<file path="config.mk">
export PLATFORM = sky130hd
export DESIGN_NAME = uart_rx_deserializer
export DESIGN_NICKNAME = d
export VERILOG_FILES = /design/src/rtl/uart_pkg.sv /design/src/rtl/uart_rx_sync.sv /design/src/rtl/uart_rx_deserializer.sv
export SDC_FILE = /design/constraint.sdc
export NUM_CORES = 1
export LEC_CHECK = 0
export CORE_ASPECT_RATIO = 0.8
export CORE_UTILIZATION = 55
export CTS_CLUSTER_SIZE = 24
export DETAILED_ROUTE_END_ITERATION = 8
export HOLD_SLACK_MARGIN = 0.12
export PLACE_DENSITY = 0.77
export SYNTH_ARGS = -nofsm -noshare
export SYNTH_HDL_FRONTEND = slang
export SYNTH_SLANG_ARGS = --single-unit
</file>
<file path="constraint.sdc">
create_clock -name clk -period 1.9 [get_ports clk]
set_input_delay 0.285 -clock clk [delete_from_list [all_inputs] [get_ports clk]]
set_output_delay 0.285 -clock clk [all_outputs]
set_load 0.1 [all_outputs]
</file>
<file path="src/rtl/uart_pkg.sv">
// Shared UART definitions used by the RX and TX sides: default frame geometry
// and the receiver state encoding.
package uart_pkg;

  localparam int UART_OVERSAMPLE = 16;
  localparam int UART_DATA_BITS  = 8;

  typedef enum logic [2:0] {
    ST_IDLE   = 3'd0,
    ST_START  = 3'd1,
    ST_DATA   = 3'd2,
    ST_PARITY = 3'd3,
    ST_STOP   = 3'd4
  } uart_rx_state_e;

endpackage

</file>
<file path="src/rtl/uart_rx_sync.sv">
// Two-flop synchronizer for the asynchronous serial line. Both flops reset to 1
// so the line reads idle while reset is applied.
module uart_rx_sync (
  input  logic clk,
  input  logic reset,
  input  logic i_async,
  output logic o_sync
);

  logic r_meta;
  logic r_sync;

  always_ff @(posedge clk or negedge reset) begin
    if (!reset) begin
      r_meta <= 1'b1;
      r_sync <= 1'b1;
    end else begin
      r_meta <= i_async;
      r_sync <= r_meta;
    end
  end

  assign o_sync = r_sync;

endmodule

</file>
<file path="src/rtl/uart_rx_deserializer.sv">
// Oversampling UART receiver: start/data/parity/stop deserializer that hands the
// data word and raw parity bit to a downstream parity checker.
module uart_rx_deserializer
  import uart_pkg::*;
#(
  parameter int OVERSAMPLE = UART_OVERSAMPLE,
  parameter int DATA_BITS  = UART_DATA_BITS
) (
  input  logic                 clk,
  input  logic                 reset,
  input  logic                 baud_tick,
  input  logic                 rx_serial,
  output logic [DATA_BITS-1:0] data_out,
  output logic                 parity_bit,
  output logic                 parity_check,
  output logic                 frame_error,
  output logic                 busy
);

  localparam int TW = $clog2(OVERSAMPLE);
  localparam int BW = $clog2(DATA_BITS + 1);

  localparam logic [TW-1:0] TICK_MID = TW'(OVERSAMPLE / 2 - 1);
  localparam logic [TW-1:0] TICK_END = TW'(OVERSAMPLE - 1);
  localparam logic [BW-1:0] BIT_LAST = BW'(DATA_BITS - 1);

  logic                 w_rx_s;
  uart_rx_state_e       r_state,    w_state_nxt;
  logic [TW-1:0]        r_tick_cnt, w_tick_nxt;
  logic [BW-1:0]        r_bit_cnt,  w_bit_nxt;
  logic [DATA_BITS-1:0] r_shift,    w_shift_nxt;
  logic                 r_par_int,  w_par_int_nxt;
  logic                 r_armed,    w_armed_nxt;
  logic                 w_load;
  logic                 w_ferr;
  logic [DATA_BITS-1:0] r_data_out;
  logic                 r_parity_bit;
  logic                 r_parity_check;
  logic                 r_frame_error;

  uart_rx_sync u_sync (
    .clk     (clk),
    .reset   (reset),
    .i_async (rx_serial),
    .o_sync  (w_rx_s)
  );

  always_comb begin
    // NOTE: every signal driven here gets a default first, so no path can infer a latch.
    w_state_nxt   = r_state;
    w_tick_nxt    = r_tick_cnt;
    w_bit_nxt     = r_bit_cnt;
    w_shift_nxt   = r_shift;
    w_par_int_nxt = r_par_int;
    w_armed_nxt   = r_armed;
    w_load        = 1'b0;
    w_ferr        = 1'b0;

    if (baud_tick) begin
      case (r_state)
        ST_IDLE: begin
          // Only a high-to-low transition may start a frame; a stuck-low line never re-arms.
          if (w_rx_s) begin
            w_armed_nxt = 1'b1;
          end else if (r_armed) begin
            w_state_nxt = ST_START;
            w_tick_nxt  = '0;
          end
        end
        ST_START: begin
          if (r_tick_cnt == TICK_MID) begin
            w_tick_nxt = '0;
            if (w_rx_s) begin
              w_state_nxt = ST_IDLE;
            end else begin
              w_state_nxt = ST_DATA;
              w_bit_nxt   = '0;
            end
          end else begin
            w_tick_nxt = r_tick_cnt + 1'b1;
          end
        end
        ST_DATA: begin
          if (r_tick_cnt == TICK_END) begin
            w_tick_nxt  = '0;
            w_shift_nxt = {w_rx_s, r_shift[DATA_BITS-1:1]};
            w_bit_nxt   = r_bit_cnt + 1'b1;
            if (r_bit_cnt == BIT_LAST) begin
              w_state_nxt = ST_PARITY;
            end
          end else begin
            w_tick_nxt = r_tick_cnt + 1'b1;
          end
        end
        ST_PARITY: begin
          if (r_tick_cnt == TICK_END) begin
            w_tick_nxt    = '0;
            w_par_int_nxt = w_rx_s;
            w_state_nxt   = ST_STOP;
          end else begin
            w_tick_nxt = r_tick_cnt + 1'b1;
          end
        end
        ST_STOP: begin
          if (r_tick_cnt == TICK_END) begin
            w_tick_nxt  = '0;
            w_state_nxt = ST_IDLE;
            if (w_rx_s) begin
              w_load = 1'b1;
            end else begin
              w_ferr      = 1'b1;
              w_armed_nxt = 1'b0;
            end
          end else begin
            w_tick_nxt = r_tick_cnt + 1'b1;
          end
        end
        default: begin
          w_state_nxt = ST_IDLE;
        end
      endcase
    end
  end

  // NOTE: sequential state uses non-blocking assignments so every flop sees pre-edge values.
  always_ff @(posedge clk or negedge reset) begin
    if (!reset) begin
      r_state        <= ST_IDLE;
      r_tick_cnt     <= '0;
      r_bit_cnt      <= '0;
      r_shift        <= '0;
      r_par_int      <= 1'b0;
      r_armed        <= 1'b0;
      r_data_out     <= '0;
      r_parity_bit   <= 1'b0;
      r_parity_check <= 1'b0;
      r_frame_error  <= 1'b0;
    end else begin
      r_state        <= w_state_nxt;
      r_tick_cnt     <= w_tick_nxt;
      r_bit_cnt      <= w_bit_nxt;
      r_shift        <= w_shift_nxt;
      r_par_int      <= w_par_int_nxt;
      r_armed        <= w_armed_nxt;
      r_parity_check <= w_load;
      r_frame_error  <= w_ferr;
      if (w_load) begin
        r_data_out   <= r_shift;
        r_parity_bit <= r_par_int;
      end
    end
  end

  assign data_out     = r_data_out;
  assign parity_bit   = r_parity_bit;
  assign parity_check = r_parity_check;
  assign frame_error  = r_frame_error;
  assign busy         = (r_state != ST_IDLE);

endmodule

</file>
# ---- After elaboration in Yosys (flattened, before gate mapping)
# Index checks and enable logic that the tools add are counted.
dict set report totals {
  reg_bits 34
  latchBits 0
  ramBits 0
  rom_bits 0
  inputBits 4
  output_inout_bits 12
  word_cells 73
  memories 0
}
dict set report classes {
  n_addsub 2
  n_mul 0
  n_div 0
  magnitude_cmp 0
  eq_ne 17
  shifts 0
  muxes 30
  bitwise_logic 0
  n_reduce_logical 12
}
# op count
set op_table {}
lappend op_table {{$mux W4} 7}
lappend op_table {{$mux W3} 7}
lappend op_table {{$ne A2 B2 Y1 const B} 9}
lappend op_table {{$pmux W3 S5} 1}
lappend op_table {{$pmux W4 S3} 1}
lappend op_table {{$mux W1} 11}
lappend op_table {{$reduce_and A5 Y1} 2}
lappend op_table {{$add A4 B1 Y4 const B} 2}
lappend op_table {{$eq A4 B3 Y1 const B} 2}
lappend op_table {{$pmux W4 S2} 1}
lappend op_table {{$reduce_and A8 Y1} 1}
lappend op_table {{$eq A3 B2 Y1 const B} 2}
lappend op_table {{$reduce_and A3 Y1} 2}
lappend op_table {{$reduce_bool A3 Y1} 2}
lappend op_table {{$eq A4 B4 Y1 const B} 1}
lappend op_table {{$reduce_and A4 Y1} 1}
lappend op_table {{$reduce_bool A2 Y1} 2}
lappend op_table {{$eq A3 B1 Y1 const B} 1}
lappend op_table {{$eq A3 B3 Y1 const B} 1}
lappend op_table {{$logic_not A3 Y1} 1}
lappend op_table {{$reduce_or A3 Y1} 1}
lappend op_table {{$mux W2} 1}
lappend op_table {{$ne A2 B1 Y1 const B} 1}
lappend op_table {{$pmux W1 S2} 1}

# ---- Logic depth before layout (Yosys ltp)
# Gate-level depths: netlist of run 1.
dict set report logic_depth {
  ltp_word 4
  depth_mapped 6
  depth_no_buf 5
}

# ---- By module
# From an unflattened synthesis of run 1, not the netlist that was laid out.
dict set report unflattened {
  cells_unflattened 132
  hier_area_um2 1546.5
}
# mod instances cells_each area_per_inst_um2 seq_area_each_um2
set modules_own_cells {}
lappend modules_own_cells {uart_rx_deserializer 1 130 1493.9 800.8}
lappend modules_own_cells {uart_rx_sync 1 2 52.6 52.6}

# ---- Least setup slack after synthesis of run 1
# Ideal clock, no wire load.
dict set report synth_timing {
  path_kind {register -> register}
  from {register r_state[2]}
  to {register r_state[0]}
  setup_time_ps 125
  t_arrival_ps 1639
  t_required_ps 1775
  setup_slack_ps 137
  stages_incl_launch_ff 5
  path_buffers 0
  period_less_slack_ps 1763
  path_cell_list {dfrtp_1 -> or3_4 -> o21ai_2 -> o21bai_1 -> mux2_2}
}
dict set report synth_between {
  elab_chain_len 3
  elab_cells_between_ends 14
  cone_classes {eq/ne (11); mux (1); reduce/logical (2)}
}
# element line_no
set synth_rtl {}
lappend synth_rtl {{from (decl)} uart_rx_deserializer.sv:28} ;# uart_rx_state_e r_state, w_state_nxt;
lappend synth_rtl {{from (signal assigned)} uart_rx_deserializer.sv:139} ;# r_state <= w_state_nxt;
lappend synth_rtl {{$eq A3 B2 Y1, or another cell as far along} uart_rx_deserializer.sv:60} ;# case (r_state)
lappend synth_rtl {{$ne A2 B2 Y1 (no source line)} --}
lappend synth_rtl {{$reduce_and A8 Y1 (no source line)} --}
# Parallel ways exist; a longest one is shown, timed or not.
# A chain may end at the register's enable or synchronous reset.

# ---- Worst setup path after layout of run 1
dict set report layout_timing {
  from {register r_tick_cnt[0]}
  to {register r_tick_cnt[3]}
}
dict set report layout_between {
  elab_chain_len 3
  elab_cells_between_ends 6
  cone_classes {add/sub (1); eq/ne (2); mux (3)}
}
# element line_no
set layout_rtl {}
lappend layout_rtl {{from (decl)} uart_rx_deserializer.sv:29} ;# logic [TW-1:0] r_tick_cnt, w_tick_nxt;
lappend layout_rtl {{from (signal assigned)} uart_rx_deserializer.sv:140} ;# r_tick_cnt <= w_tick_nxt;
lappend layout_rtl {{$add A4 B1 Y4, or another cell as far along} --}
lappend layout_rtl {{$mux W4 (on tied branches)} --}
lappend layout_rtl {{$pmux W4 S3 *} uart_rx_deserializer.sv:60}
# Mark *: on every way between the ends. The rest lies on a longest branch, timed or not.

==> results of run 1 <==
## synthesized netlist by cell type, types with 2 or more instances
cell | count | share of area
inv_1 | 5 | 0.012
dfrtp_1 | 32 | 0.49
or2_2 | 2 | 0.0077
a21oi_1 | 3 | 0.0092
a211oi_1 | 2 | 0.0092
dfstp_2 | 2 | 0.032
ha_1 | 2 | 0.015
o31ai_1 | 3 | 0.014
buf_2 | 4 | 0.012
a41oi_1 | 2 | 0.011
o21ai_0 | 6 | 0.018
mux2_2 | 20 | 0.14
nand4_1 | 3 | 0.012
nor2b_1 | 2 | 0.0077
nor2_1 | 4 | 0.0092
nand2_1 | 4 | 0.0092
nor4_1 | 3 | 0.012
a31oi_1 | 2 | 0.0077
nand3_1 | 2 | 0.0061
o21ai_1 | 2 | 0.0061
## power by group through the flow
| stage | registers [mW] | clock network, mW | logic [mW] |
|---|---|---|---|
| finish | 0.958 | 0.543 | 0.836 |
| global route | 0.973 | 0.586 | 0.904 |
| CTS | 0.953 | 0.552 | 0.824 |
| detailed placement | 0.967 | 0 | 0.820 |
| global placement | 0.957 | 0 | 0.791 |
| floorplan | 0.882 | 0 | 0.658 |
## cells by family after synthesis
family / after synthesis
fa+ha+maj: 2
mux: 20
flops: 34
compound gates: 27
buf+inv: 12
simple gates: 36
## placed cells by master (no fill, tap or decap), drive strengths merged, types with 2 or more instances in the layout
cell / synthesis / routed
nand4: 4 / 4
nor2: 6 / 6
nor4: 3 / 3
nand3: 3 / 3
a31oi: 2 / 2
dfrtp: 32 / 32
clkbuf: 2 / 7
a211oi: 3 / 3
inv: 5 / 5
a41oi: 2 / 2
ha: 2 / 2
mux2: 20 / 20
nand2: 4 / 4
clkdlybuf4s50: 0 / 3
buf: 5 / 19
dfstp: 2 / 2
or2: 3 / 3
nor2b: 2 / 2
o21ai: 9 / 9
a21oi: 3 / 3
o31ai: 3 / 3
nand3b: 2 / 2
## sequential cells by signal, indices dropped and copies added (netlist names)
signal,count
data_out,8
r_shift,8
r_bit_cnt,4
r_tick_cnt,4
r_state,3
frame_error,1
parity_bit,1
parity_check,1
r_armed,1
r_par_int,1
u_sync.o_sync,1
u_sync.r_meta,1
## cell type report
type | instances | area share
clock buffers | 7 | 0.0450
clock inverters | 1 | 0.00261
inverters | 5 | 0.00978
multi-input cells | 85 | 0.377
flip-flops and latches | 34 | 0.445
well taps | 38 | 0.0248
repair buffers | 22 | 0.0965
## critical path, stage by stage (launching register included)
cell      delay, ns
dfrtp_1        0.43
ha_2           0.34
nand3b_4       0.09
a211oi_2       0.37
nor2_1         0.10
a221o_1        0.33
## layer usage
layer	wire length (um)	track usage
met2	1500	0.362
met5	0	0
met3	91	0.0591
met1	1450	0.280
met4	31	0.0969
## per-stage QoR
| stage | setup slack, ns | utilization | instances |
|---|---|---|---|
| 6_report | 0.128 | 0.689 | 192 |
| 5_1_grt | 0.0257 | 0.689 | 192 |
| 4_1_cts | 0.0355 | 0.687 | 192 |
| 3_5_place_dp | 0.0635 | 0.654 | 184 |
| 3_3_place_gp | 0.0671 | 0.654 | 184 |
| 2_1_floorplan | 0.137 | - | 131 |
## worst paths after layout
kind / from / end / slack (ns) / cells after the start
setup / recovery: r_tick_cnt[0] / r_tick_cnt[3] / 0.13 / 5
hold / removal: u_sync.r_meta / u_sync.o_sync / 0.36 / 0
setup reg to reg: r_tick_cnt[0] / r_tick_cnt[3] / 0.13 / 5
hold reg to reg: u_sync.r_meta / u_sync.o_sync / 0.36 / 0
max in group asynchronous: reset / u_sync.r_meta / 1.15 / 2
min in group asynchronous: reset / r_tick_cnt[2] / 0.41 / 2
## what timing repair did
action / in CTS / in global routing
endpoints found under the setup margin: 0 / 20
endpoints found under the hold margin: 0 / 0
resized for setup: 0 / 2
hold buffers: 0 / 0
==> metrics list, run 1 <==
- Run status: finished, final reports clean
- CP startpoint kind: flip-flop
- Lkg Pwr: 0.923 nW
* Final Power: 2.34 mW
* Post-Route Hold Slack: 0.362 ns
- Input and output buffers added on the ports amount to 15.
* Total I/O pin count: 16
* Power per cell area: 1220 nW/um2
- For this run, the register share of the synthesized area comes to 0.524.
- The finished cells cover 1920 um2.
* Post-placement cell area: 1820 um2
- Count of nets left with antenna violations after detail routing: 0
- The region available for standard cell placement spans 2790 um2.
- The internal portion of the total power is 1.45 mW.
* Maximum fanout along the worst path: 8
* Combinational family with the most area after synthesis: simple AND/OR/NAND/NOR gates
- In this run the deepest clock path goes through 2 buffers.
- Count of inserted antenna diode cells: 0
* Max-cap violations: 0
- Post-layout nets: 159
* Die area: 3180 um2
- Mapped Cells: 131
- The compound-gate portion of the synthesized area was 0.117.
- Drt first pass iters: 6
- Psw: 0.887 mW
- X dimension of the die: 62.8 um
- In the finished design, the share of the clock period the worst path needs comes to 0.933.
- The synthesized design contains 0 enable-type register cells.
* Sink Count: 34
- Site Rows: 17
- At the later pin of the worst-skew pair, clock insertion delay measures 0.28 ns.
- Cell chosen for the clock root: clkbuf_8
* Leftover overflow at the end of global routing: 0
- Worst clock skew on the final layout: 0.00301 ns
- TritonCTS built the clock tree.
- In this run the worst hold path is classified as reg2reg.
- Fin. Hold Viols: 0
- The clock period could shrink to 1.77 ns.
- Kind of end point of the critical path: flip-flop
- Post-DR wirelength/cell: 16.0 um
- In the final layout, the multi-input gates occupy 723 um2.
- DR DRC count: 0
* Layout fillers: 210
- The share of total power dissipated in combinational logic is 0.358.
* Global-route usage over all layers: 0.222
- Initial DRC Count: 14
- Post-Synth Simple-Gate Area: 0.170
- Data on the critical path arrives at its endpoint at 1.94 ns.
* Share of power burned in the clock network: 0.232
- The worst setup path is of the reg2reg kind.
* Slew Limit Headroom: 0.704
- Xor/xnor share of the synthesized area: 0
- The number of setup buffers added after CTS is 0.
- Clock transition time at the flip-flop clock pins of the worst setup and hold paths: 0.07 ns
- Setup total negative slack on the finished layout was measured at 0 ns.
* First-pass GRT wire length: 5150 um
* Sequential fraction of design power: 0.410
- Routability congestion estimate from global placement: 0.837
- Vias per inst: 5.72
- TritonCTS buffer count: 5
* Worst vdd rail ir drop: 0.608 mV
- Required time at the endpoint of the critical path: 2.07 ns
* Area of the mapped netlist: 1630 um2
- Layout overhead on the synthesized area: 17.8%
- The initial utilization of the core area, before any placement, comes to 0.585.
- Setup violations remaining at the end of the flow were counted as 0.
* Max-slew violation count: 0
- Timing would allow up to 564 MHz.
- Across the whole layout, storage elements account for 853 um2.
- Setup repair after global routing left no endpoint under its margin.
* Synth cell types: 46
- Total wire length after detailed routing: 3080 um
- Synthesized-area fraction occupied by adder cells: 0.0154
- Of all flip-flops after synthesis, the portion carrying an async set or reset was 1.00.
- Net count after synthesis: 137
* Fraction of layout cells with a size suffix above 1: 0.416
* FF+latch count, synth: 34
- The number of antenna violations at the first check in global routing is 0.
- In the synthesized netlist the dominant register cell turns out to be dfrtp_1.
- Post-Synthesis Mean Instance Area: 12.4 um2
- Of the post-synthesis cell area, the part taken by muxes is 0.138.
* Detailed placer's ending HPWL: 2180 um
* Slew @ Worst Pin: 0.443 ns
- The H-tree was split into 2 levels.
- The via count of the first global-routing pass came to 1,106.
* Pin count of the biggest net entering global routing: 35
* Total number of vias: 1,098
- From bottom edge to top edge, the die measures 50.7 um.
- Sw Ratio: 0.380
* Yosys warns: 0
No activity file was read; power rests on OpenSTA's default activity.
==> run 2: changes to the inputs <==
RECOVER_POWER = 25   (was unset)
==> run 2 against run 1 <==
First-iteration DRC count unchanged; via count did not move; final cell count did not move; total power is essentially flat; worst hold slack unchanged; worst setup slack lost 0.00071 ns; largest cell class unchanged; largest power group unchanged; highest routed layer unchanged.
==> metrics list, run 2 (synthesis gave the netlist of run 1 again) <==
* Worst Hold Depth: 0
- For this design the total switching power over the nets is 0.887 mW.
* Total I/O pin count: 16
* Initial DRC Count: 14
- Max-slew violation count: 0
* Startpoint-to-endpoint class of the critical path: reg2reg
- After detailed routing, the number of vias per cell comes to 5.72.
- The first global-routing pass estimated 5150 um of wire.
- Pin count of the biggest net entering global routing: 35
- Routability congestion estimate from global placement: 0.837
- Layout overhead on the synthesized area: 17.7%
- In this run the worst path has a maximum fanout of 8.
- Logic gate share of total power: 0.357
- Clock skew on the completed layout was measured at 0.00301 ns.
- TritonCTS buffer count: 5
- In this run the horizontal extent of the chip is 62.8 um.
- For the pin with the worst max-slew slack, the measured transition is 0.825 ns.
- Reg2Reg Setup Slack: 0.13 ns
* Most common library cell in the layout ignoring fill and taps: dfrtp_1
* Worst vdd rail ir drop: 0.608 mV
* Layout fillers: 211
- Start point of the critical path: r_tick_cnt[0]
* Final Setup Violations: 0
* Clock tree from TritonCTS: done
- Type of the most critical hold path: reg2reg
* Worst-Skew Late Latency: 0.28 ns
* Final total negative setup slack: 0 ns
* Fraction of layout cells with a size suffix above 1: 0.416
- Post-layout nets: 159
* CP startpoint kind: flip-flop
* Total wire length after detailed routing: 3080 um
- Of the total power, the clock network draws 0.233.
* DR DRC count: 0
* Fin area: 1920 um2
* Die area: 3180 um2
* Slew Limit Headroom: 0.450
* Clock period minus worst slack: 1.77 ns
* Fin. Hold Viols: 0
- The worst hold path begins at u_sync.r_meta.
* Depth of the worst register-to-register path: 5
- The placed instances occupy a cell area of 1820 um2.
* Clock transition time at the flip-flop clock pins of the worst setup and hold paths: 0.07 ns
- Deepest clock path buffer count: 2
- In this run the tool buffered the top-level ports with 15 buffer cells.
* Share of the clock period used by the worst path after layout: 0.933
- Kind of end point of the critical path: flip-flop
- Initial antenna violation count: 0
- The tool flagged a number of max-cap violations equal to 0.
- In the layout the commonest cells are 32 x dfrtp_1, 20 x mux2_2, 17 x buf_4.
- Data on the critical path is required at its endpoint by 2.07 ns.
- The region available for standard cell placement spans 2790 um2.
* Cell chosen for the clock root: clkbuf_8
- H-tree level count: 2
- The endpoint identified for the worst register-to-register timing path is r_tick_cnt[3].
* Run status: finished, final reports clean
- Drt first pass iters: 6
- Total number of vias: 1,098
- The tree built by TritonCTS fans out to 34 sinks.
* Sequential fraction of design power: 0.410
- Die Y-Extent: 50.7 um
- Power spread over the standard cell area amounts to 1220 nW/um2.
* Count of inserted antenna diode cells: 0
- Setup repair after global routing left no endpoint under its margin.
- Leftover overflow at the end of global routing: 0
- Data arrives at the worst endpoint at 1.94 ns.
* Count of nets left with antenna violations after detail routing: 0
- The initial utilization of the core area, before any placement, comes to 0.585.
- Of the total power, the share spent switching nets is 0.380.
* Detailed placer's ending HPWL: 2180 um
- Across every metal layer, demand over resource in global routing totals 0.222.
- Site Rows: 17
- Peak Freq: 564 MHz
- The via count of the first global-routing pass was 1,106.
* Post-DR wirelength/cell: 16.0 um
* Cell-internal power: 1.45 mW
* Lkg Pwr: 0.923 nW
* R2r startpoint: r_tick_cnt[0]
* Terminating pin of the worst hold path: u_sync.o_sync
## run 2: power by group through the flow
stage	sequential, mW	clock [mW]	combinational [mW]
floorplan	0.882	0	0.658
global placement	0.957	0	0.791
detailed placement	0.967	0	0.820
CTS	0.953	0.552	0.824
global route	0.973	0.586	0.902
finish	0.958	0.543	0.835
## run 2: worst max path at each step
stage	endpoint	slack [ns]	depth (start not counted)
finish	r_tick_cnt[3]	0.13	5
global route	r_tick_cnt[3]	0.03	5
CTS	r_state[0]	0.04	5
detailed placement	r_state[0]	0.06	5
global placement	r_state[0]	0.07	5
floorplan	r_state[0]	0.14	4
## run 2: final cells by class
| class | instances | area (um2) | area share |
|---|---|---|---|
| Tap cell | 38 | 47.5 | 0.0248 |
| Timing Repair Buffer | 22 | 183 | 0.0953 |
| Clock inverter | 1 | 5.00 | 0.00261 |
| Clock buffer | 7 | 86.3 | 0.0450 |
| Multi-Input combinational cell | 85 | 723 | 0.377 |
| Inverter | 5 | 18.8 | 0.00979 |
| Sequential cell | 34 | 853 | 0.445 |
## run 2: timing repair
item,in CTS,in global routing
setup endpoints to repair,0,20
gates resized for setup,0,2
buffers inserted,0,0
hold buffers,0,0
## run 2: per-stage QoR
stage	util	setup WS, ns	hold slack (ns)	std cells	total power, mW
after floorplan	-	0.137	-0.0106	131	1.54
after global placement	0.654	0.0671	0.347	184	1.75
after detailed placement	0.654	0.0635	0.350	184	1.79
after CTS	0.687	0.0355	0.365	192	2.33
after global routing	0.688	0.0257	0.368	192	2.46
final	0.688	0.127	0.362	192	2.34
## run 2: per-layer routing
metal  GRT usage  wire length, um
met1       0.280             1450
met2       0.362             1510
met5           0                0
met4      0.0969               31
met3      0.0591               90
## run 2: worst max-delay path, stage by stage, from the launching register on
cell      delay (ns)
dfrtp_1         0.43
ha_2            0.34
nand3b_4        0.09
a211oi_2        0.37
nor2_1          0.10
a221o_1         0.33
